### config.mk
export PLATFORM = sky130hd
export DESIGN_NAME = reaction_timer
export DESIGN_NICKNAME = d
export VERILOG_FILES = /design/src/rtl/reaction_timer.sv
export SDC_FILE = /design/constraint.sdc
export NUM_CORES = 1
export LEC_CHECK = 0
export CAP_MARGIN = 40
export CORE_ASPECT_RATIO = 0.75
export CORE_MARGIN = 8
export CORE_UTILIZATION = 40
export DETAILED_ROUTE_END_ITERATION = 8
export PLACE_DENSITY = 0.56
export SLEW_MARGIN = 5
export SYNTH_ARGS = -nofsm -noshare
export SYNTH_HDL_FRONTEND = slang
export SYNTH_SLANG_ARGS = --single-unit
### constraint.sdc
create_clock -name clk -period 4.43 [get_ports clk]
set_input_delay 0.443 -clock clk [delete_from_list [all_inputs] [get_ports clk]]
set_output_delay 0.443 -clock clk [all_outputs]
set_load 0.02 [all_outputs]
### src/rtl/reaction_timer.sv
// Reaction timer: random LFSR delay, stimulus prompt, millisecond reaction measurement.
// Optional best-time tracking via `define REACTION_BEST_EN (adds best_ms output).
module reaction_timer #(
  parameter logic [15:0] LFSR_SEED    = 16'hACE1,
  parameter int          DELAY_MIN_MS = 1000,
  parameter int          DELAY_MASK   = 4095,
  parameter int          TIMEOUT_MS   = 9999
) (
  input  logic        clk,
  input  logic        rst,
  input  logic        tick_in,
  input  logic        start,
  input  logic        react,
  output logic        stim_led,
  output logic        busy,
  output logic [13:0] result_ms,
  output logic [1:0]  status,
  output logic        result_valid
`ifdef REACTION_BEST_EN
  ,
  output logic [13:0] best_ms
`endif
);

  typedef enum logic [1:0] {
    S_IDLE,
    S_WAIT,
    S_GO,
    S_DONE
  } state_t;

  localparam logic [12:0] MinDly = 13'(DELAY_MIN_MS);
  localparam logic [15:0] DlyMsk = 16'(DELAY_MASK);
  localparam logic [13:0] TmoMs  = 14'(TIMEOUT_MS);
  localparam logic [13:0] TmoM1  = 14'(TIMEOUT_MS - 1);

  localparam logic [1:0] StNone  = 2'b00;
  localparam logic [1:0] StOk    = 2'b01;
  localparam logic [1:0] StEarly = 2'b10;
  localparam logic [1:0] StTmo   = 2'b11;

  state_t      state_q, state_d;
  logic [15:0] lfsr_q, lfsr_d;
  logic [12:0] delay_q, delay_d;
  logic [13:0] elapsed_q, elapsed_d;
  logic        stim_q, stim_d;
  logic [13:0] res_q, res_d;
  logic [1:0]  status_q, status_d;
  logic        valid_q, valid_d;
  logic [12:0] delay_load;

  // Fibonacci taps 16,14,13,11; free-running so the delay depends on start timing
  assign lfsr_d = {lfsr_q[14:0],
                   lfsr_q[15] ^ lfsr_q[13] ^ lfsr_q[12] ^ lfsr_q[10]};

  assign delay_load = MinDly + 13'(lfsr_q & DlyMsk);

  always_comb begin
    state_d   = state_q;
    delay_d   = delay_q;
    elapsed_d = elapsed_q;
    stim_d    = stim_q;
    res_d     = res_q;
    status_d  = status_q;
    valid_d   = 1'b0;
    unique case (state_q)
      S_IDLE, S_DONE: begin
        if (start) begin
          state_d  = S_WAIT;
          delay_d  = delay_load;
          status_d = StNone;
        end
      end
      S_WAIT: begin
        // an early press beats a coincident final tick
        if (react) begin
          state_d  = S_DONE;
          res_d    = '0;
          status_d = StEarly;
          valid_d  = 1'b1;
          stim_d   = 1'b0;
        end else if (tick_in) begin
          if (delay_q == 13'd1) begin
            state_d   = S_GO;
            stim_d    = 1'b1;
            elapsed_d = '0;
          end else begin
            delay_d = delay_q - 13'd1;
          end
        end
      end
      S_GO: begin
        if (react) begin
          state_d  = S_DONE;
          res_d    = elapsed_q;
          status_d = StOk;
          valid_d  = 1'b1;
          stim_d   = 1'b0;
        end else if (tick_in) begin
          if (elapsed_q == TmoM1) begin
            state_d  = S_DONE;
            res_d    = TmoMs;
            status_d = StTmo;
            valid_d  = 1'b1;
            stim_d   = 1'b0;
          end else begin
            elapsed_d = elapsed_q + 14'd1;
          end
        end
      end
      default: state_d = S_IDLE;
    endcase
  end

  always_ff @(posedge clk or posedge rst) begin
    if (rst) begin
      state_q   <= S_IDLE;
      lfsr_q    <= LFSR_SEED;
      delay_q   <= '0;
      elapsed_q <= '0;
      stim_q    <= 1'b0;
      res_q     <= '0;
      status_q  <= StNone;
      valid_q   <= 1'b0;
    end else begin
      state_q   <= state_d;
      lfsr_q    <= lfsr_d;
      delay_q   <= delay_d;
      elapsed_q <= elapsed_d;
      stim_q    <= stim_d;
      res_q     <= res_d;
      status_q  <= status_d;
      valid_q   <= valid_d;
    end
  end

`ifdef REACTION_BEST_EN
  logic [13:0] best_q;

  always_ff @(posedge clk or posedge rst) begin
    if (rst) begin
      best_q <= 14'h3FFF;
    end else if (valid_d && status_d == StOk && res_d < best_q) begin
      best_q <= res_d;
    end
  end

  assign best_ms = best_q;
`endif

  assign stim_led     = stim_q;
  assign busy         = (state_q == S_WAIT) || (state_q == S_GO);
  assign result_ms    = res_q;
  assign status       = status_q;
  assign result_valid = valid_q;

endmodule

==> key figures <==
Status
  – Status: finished clean

Synthesis
  – Most frequent cells after synthesis: dfrtp_1 (55), nand2_1 (36), o21ai_0 (23)
  – Top post-synthesis cells by area: dfrtp_1 (42%), dfstp_2 (6.4%), nand2_1 (4.1%), o21ai_0 (3.5%), ha_1 (2.7%)
  – Post-synth EDFFs: 0
  – Synth Instances: roughly 340
  – Post-synth ARST share: 100%
  – Share of the synthesized area in the top cell type: between 40% and 50%
  – Syn nets: 349
  – Main synth FF type: dfrtp_1
  – Synth warnings: 0
  – Post-synth cell types: 52
  – Dominant cell type by area after synthesis: dfrtp_1
  – Avg Inst Size Synth: 9.77 um2
  – Sequential fraction of the synthesis area: approximately 48%
  – Netlist Area Pre-Place: 3290 um2
  – Count leader, synth: dfrtp_1
  – Seq cells post-synth: between 60 and 70

Critical path
  – Crit path buffers/inverters: 3
  – CP Class: reg2reg
  – CP max stage delay: 0.52 ns
  – Max Fanout on Critical Path: 26
  – Worst setup EP type: flop
  – Worst setup SP type: flop
  – Crit path required time: 4.65 ns
  – Worst Path Arrival: 2.71 ns
  – Crit-path cells: inv_1 -> ha_1 -> buf_8 -> inv_1 -> nand3_1 -> o31a_2 -> o21ai_1 -> a221o_1
  – WP depth: 8
  – CP dominant cell by count: inv_1
  – Critical path's slowest cell: o31a_2
  – CP delay by family, top: compound AO/OA/AOI/OAI gates
  – Worst Reg2Reg Path Length in Cells: 8

Clock tree
  – CTS tree: yes
  – Clk sinks: 63
  – Post-CTS sizing: 0
  – TritonCTS buffer count: 9
  – H-tree depth: 3
  – Clock latency at the later pin of the worst-skew pair: about 0.35 ns
  – Post-CTS setup buffer count: 0
  – Clock Path Buffers: 2
  – Root Buffer: clkbuf_8
  – Post-cts hold buffer count: 0
  – Clk slew on worst S/H paths: 0.06 ns

STA
  – Worst Tran Pin Value: 0.662 ns
  – Post-Route Skew: between 0.01 and 0.015 ns
  – Fmax achieved: 0.402 GHz
  – Worst setup margin: 1.94 ns
  – Sum Neg Setup Slack: 0 ns
  – Final count of pins violating max slew: 0
  – Fin crit share: a little under three fifths
  – Max_slew headroom: 55.9%
  – RSZ-0062 raised after global routing: false
  – Final setup vio count: 0
  – Final Critical Period: 2.49 ns
  – Fin. Hold Viols: 0

Floorplan
  – Die width: between 100 and 150 um
  – Starting Density: 41.4%
  – Ports: 24
  – Die area: 11400 um2
  – Die H: 94.6 um
  – FP Rows: 28
  – CORE AREA: 7950 um2

Finish
  – Share of layout cells above drive strength 1: 9.14%
  – # fillers: 747
  – Net count, final: between 300 and 400
  – Finished Cell Area: 3810 um2
  – Utilization after layout: 47.9%
  – Area Growth Syn to Fin: 15.7%
  – # diodes: 0

Global route
  – Gr usage total: 14.8%
  – Vias in the first global route: 2498
  – Global-route wire length before repair: between 10000 and 15000 um
  – Initial antenna violation count: 0
  – Largest net degree at the start of global routing: 38
  – GRT overflow: 0

Route
  – Detailed-route vias per instance: between 5 and 6
  – DR WL/cell: about 17 um
  – Antenna viol nets, final: 0
  – Routed WL: 7770 um
  – Iter 0 DRT Violations: around 150
  – Drt pass-1 iters: 4
  – Via Count: roughly 2.6k
  – DRC violations left: 0

Hold path
  – Hold path depth: 0
  – Hold crit path type: reg2reg

Pwr
  – Pleak: approximately 0.0016 uW
  – Pwr Density: between 600 and 700 nW/um2
  – Maximum vdd ir drop: 321 uV

Placement
  – Setup WS pre-CTS: 1.88 ns
  – HPWL after DPL: 5340 um
  – Dpl cell area: 3600 um2
  – Port bufs: 23
  – GPL Wtd Cong: 0.754

Run
  – Max-Cap Viols: 0
## sequential cells by signal (all words and copies together), names as in the netlist
| register | flops |
|---|---|
| status | 2 |
| result_ms | 14 |
| result_valid | 1 |
| lfsr_q | 16 |
| stim_led | 1 |
| state_q | 2 |
| delay_q | 13 |
| elapsed_q | 14 |
## cell usage in the layout (no fill, tap or decap), types with 3 or more instances in the layout
master	instances
dfrtp_1	55
nand2_1	36
o21ai_0	23
clkdlybuf4s50_1	23
nor2_1	19
o21ai_1	15
a21oi_1	14
inv_1	13
clkbuf_8	12
nand3_1	9
dfstp_2	8
a31oi_1	7
o31ai_1	7
a22o_1	7
ha_1	7
and3_1	6
nor3_1	6
mux2i_1	6
or3_1	6
or4_1	6
xnor2_1	5
nand4_1	4
nand4b_1	4
o211ai_1	4
xor2_1	4
a221o_1	4
nor2b_1	3
nor4b_2	3
nand2b_1	3
o22a_1	3
nor4_1	3
a21o_1	3
## final timing paths
path / startpoint / endpoint / slack (ns)
setup / recovery: state_q[1]$_DFFE_PP0P_ / delay_q[10]$_DFFE_PP0P_ / 1.94
setup reg to reg: state_q[1]$_DFFE_PP0P_ / delay_q[10]$_DFFE_PP0P_ / 1.94
hold reg to reg: lfsr_q[14]$_DFF_PP0_ / lfsr_q[15]$_DFF_PP1_ / 0.35
min in group asynchronous: rst / delay_q[8]$_DFFE_PP0P_ / 0.48
hold / removal: lfsr_q[14]$_DFF_PP0_ / lfsr_q[15]$_DFF_PP1_ / 0.35
max in group asynchronous: rst / lfsr_q[0]$_DFF_PP1_ / 3.03
## where the power goes
| part | total [uW] | switching [uW] | internal, uW | leakage, uW |
|---|---|---|---|---|
| combinational | 908 | 540 | 368 | 0.000699 |
| clock | 529 | 222 | 307 | 0.000103 |
| sequential | 860 | 156 | 704 | 0.000799 |
| total | 2300 | 918 | 1380 | 0.00160 |
## logic make-up after synthesis
group,count (synthesis),synth area share [%]
fa+ha+maj,7,2.66
mux,6,1.82
flops,63,48.2
buf+inv,32,4.18
xor+xnor,9,2.39
simple gates,119,20.6
compound gates,101,20.1
## per-layer routing
metal	wire [um]	vias to the layer above	part of all wire [%]	GRT usage (%)
li1	-	1284	-	-
met4	64	0	0.82	4.56
met5	0	-	0	0
met1	4260	1245	55	22.0
met2	3040	50	39	19.2
met3	402	6	5.2	4.95
## per-stage QoR
step	std cells	total power, uW	hold slack [ns]
final	466	2300	0.353
after CTS	466	2320	0.359
after detailed placement	450	1780	0.346
after floorplan	337	1480	0.333
after global placement	449	1750	0.339
after global routing	466	2470	0.370
## final cells by class
type,count,area [um2],area share (%)
flip-flops and latches,63,1590,41.6
multi-input cells,242,1570,41.2
repair buffers,26,260,6.83
clock buffers,14,173,4.53
well taps,105,131,3.45
inverters,14,52.6,1.38
clock inverters,2,37.5,0.985
Power figures use the tool's default switching activity.
==> edit: new RTL, config.mk and constraints unchanged <==
Take the reset off `res_q` and load it in a clocked block of its own.
--- a/src/rtl/reaction_timer.sv
+++ b/src/rtl/reaction_timer.sv
@@ -119,7 +119,6 @@
       delay_q   <= '0;
       elapsed_q <= '0;
       stim_q    <= 1'b0;
-      res_q     <= '0;
       status_q  <= StNone;
       valid_q   <= 1'b0;
     end else begin
@@ -128,10 +127,13 @@
       delay_q   <= delay_d;
       elapsed_q <= elapsed_d;
       stim_q    <= stim_d;
-      res_q     <= res_d;
       status_q  <= status_d;
       valid_q   <= valid_d;
     end
+  end
+
+  always_ff @(posedge clk) begin
+    res_q <= res_d;
   end
 
 `ifdef REACTION_BEST_EN
Check against the original RTL: no difference found for any inputs over 10 cycles, from zero or initial values and one cycle with rst high; that may be too few to reach the edited logic, so the function may still have changed.
==> edit against the unedited design <==
  * Power decreased by 6.3%
  * Die area fell by 1.7%
  * First-iteration DRC count up 55%
  * Routed wire length is 4.8% lower
  * Highest routed layer unchanged
  * Final area down 1.1%
  * Synthesized area shrank 2.0%
  * Setup slack got worse by 0.091 ns
  * Sequential cell count unchanged
==> edit: results (changes against the unedited design) <==
GP Congestion = 0.848 (+12%)
Clock-pin slew on the worst setup and hold paths = 0.07 ns
Detailed placement HPWL = 5430 um (+1.6%)
DRT iter0 DRCs = 231 (+55%)
Mux cell area share after synthesis = 0.00349 (-0.0147)
First-pass GRT wire length = 12600 um (-4.3%)
Max transition margin = 0.433 (-0.126)
Synth Area in Adders = 0.0271 (+0.000547)
DR vias/cell = 5.42 (-2.3%)
Delay of the slowest critical-path stage = 0.41 ns (-0.11 ns)
Max Buffers Root-to-Sink = 2 (unchanged)
Drt first pass iters = 5 (+1)
Hold Path Depth = 0 (unchanged)
Static Leak = 0.00153 uW (-4.3%)
Largest register by flop count = lfsr_q
Share of layout cells above drive strength 1 = 0.121 (+0.0299)
Area contributors post-synth = dfrtp_1 (32%), edfxtp_1 (13%), dfstp_2 (6.5%)
Outcome = complete, no violations
Register area share after synthesis = 0.513 (+0.0316)
Slowest cell on crit path = inv_1
Setup Skew = 0.00455 ns (-0.00655 ns)
Critical Path AT = 2.81 ns (+0.10 ns)
Worst R2R Path Depth = 7 (-1)
Nets = 345 (-6.3%)
Largest net degree at the start of global routing = 39 (+2.6%)
Max FFs per register = 16 (unchanged)
Filler cells = 719 (-3.7%)
Min Hold Slack = 0.352 ns (-0.00117 ns)
Post-synth EDFFs = 14 (+14)
Placed insts = 427 (-5.1%)
Yosys cell types = 65 (+25%)
CTS resizes = 0 (unchanged)
Reg2Reg Launch Point = state_q[0]$_DFFE_PP0P_
Syn Area/Cell = 10.6 um2 (+8.6%)
Terminus of the critical flop-to-flop path = delay_q[9]$_DFFE_PP0P_
Worst reg2reg setup slack = 1.85 ns (-0.09 ns)
Synth Area in XOR/XNOR = 0.0543 (+0.0303)
WL/cell = 16.7 um (+0.14%)
Compound-Gate Fraction of Synth Area = 0.150 (-0.0517)
Worst IR drop on VDD = 0.270 mV (-16%)
Critical Path Fanout Max = 20 (-23%)
Syn nets = 316 (-9.5%)
Vias in the first global route = 2364 (-5.4%)
Gr usage total = 0.141 (-0.00610)
WL final = 7400 um (-4.8%)
Commonest cells in the synthesized netlist = dfrtp_1 (41), nor2_1 (28), inv_1 (17), a21oi_1 (15)
Synth async-reset ratio = 0.778 (-0.222)
-- edit: kinds of logic after synthesis --
kind of cell | count (synthesis)
muxes | 1
DFF | 63
adders and majority gates | 7
buffers and inverters | 26
and+or+nand+nor | 121
xor gates and xnor gates | 20
AOI/OAI and AO/OA | 66
-- edit: routing by layer --
layer | share of wire | GRT usage
met2 | 0.37 | 0.174
met3 | 0.053 | 0.0420
met1 | 0.57 | 0.221
met5 | 0 | 0
met4 | 0.012 | 0.0466
-- edit: area by class of cell --
class | count | area [um2] | share of cell area
flip-flops and latches | 63 | 1660 | 0.440
multi-input cells | 215 | 1470 | 0.390
repair buffers | 26 | 265 | 0.0704
well taps | 105 | 131 | 0.0349
clock buffers | 10 | 128 | 0.0339
inverters | 18 | 67.6 | 0.0179
clock inverters | 6 | 51.3 | 0.0136
-- edit: stage by stage --
stage | area [um2] | setup WS (ns)
after floorplan | 3230 | 2.02
after global placement | 3560 | 1.53
after detailed placement | 3590 | 1.80
after CTS | 3770 | 1.86
after global routing | 3770 | 1.61
final | 3770 | 1.85
-- edit: worst max-delay path, delay by kind of cell, from the launching register on --
| family | cells | cell delay (ns) |
|---|---|---|
| compound gates | 3 | 0.73 |
| simple gates | 1 | 0.38 |
| fa+ha+maj | 1 | 0.30 |
| buf+inv | 2 | 0.65 |
| flops | 1 | 0.40 |
-- edit: worst max path at each step --
stage / startpoint / endpoint / slack, ns / cells after the start
after floorplan: elapsed_q[0]$_DFFE_PP0P_ / result_ms[0]$_SDFFCE_PN0P_ / 2.02 / 6
after global placement: react / result_ms[7]$_SDFFCE_PN0P_ / 1.53 / 4
after detailed placement: react / result_ms[7]$_SDFFCE_PN0P_ / 1.80 / 5
after CTS: state_q[0]$_DFFE_PP0P_ / delay_q[9]$_DFFE_PP0P_ / 1.86 / 7
after global routing: state_q[1]$_DFFE_PP0P_ / delay_q[9]$_DFFE_PP0P_ / 1.61 / 8
final: state_q[0]$_DFFE_PP0P_ / delay_q[9]$_DFFE_PP0P_ / 1.85 / 7
-- edit: where the power goes --
part	total, uW	switching, uW	internal (uW)
registers	850	119	731
clock network	464	211	252
logic	838	506	332
total	2150	836	1320
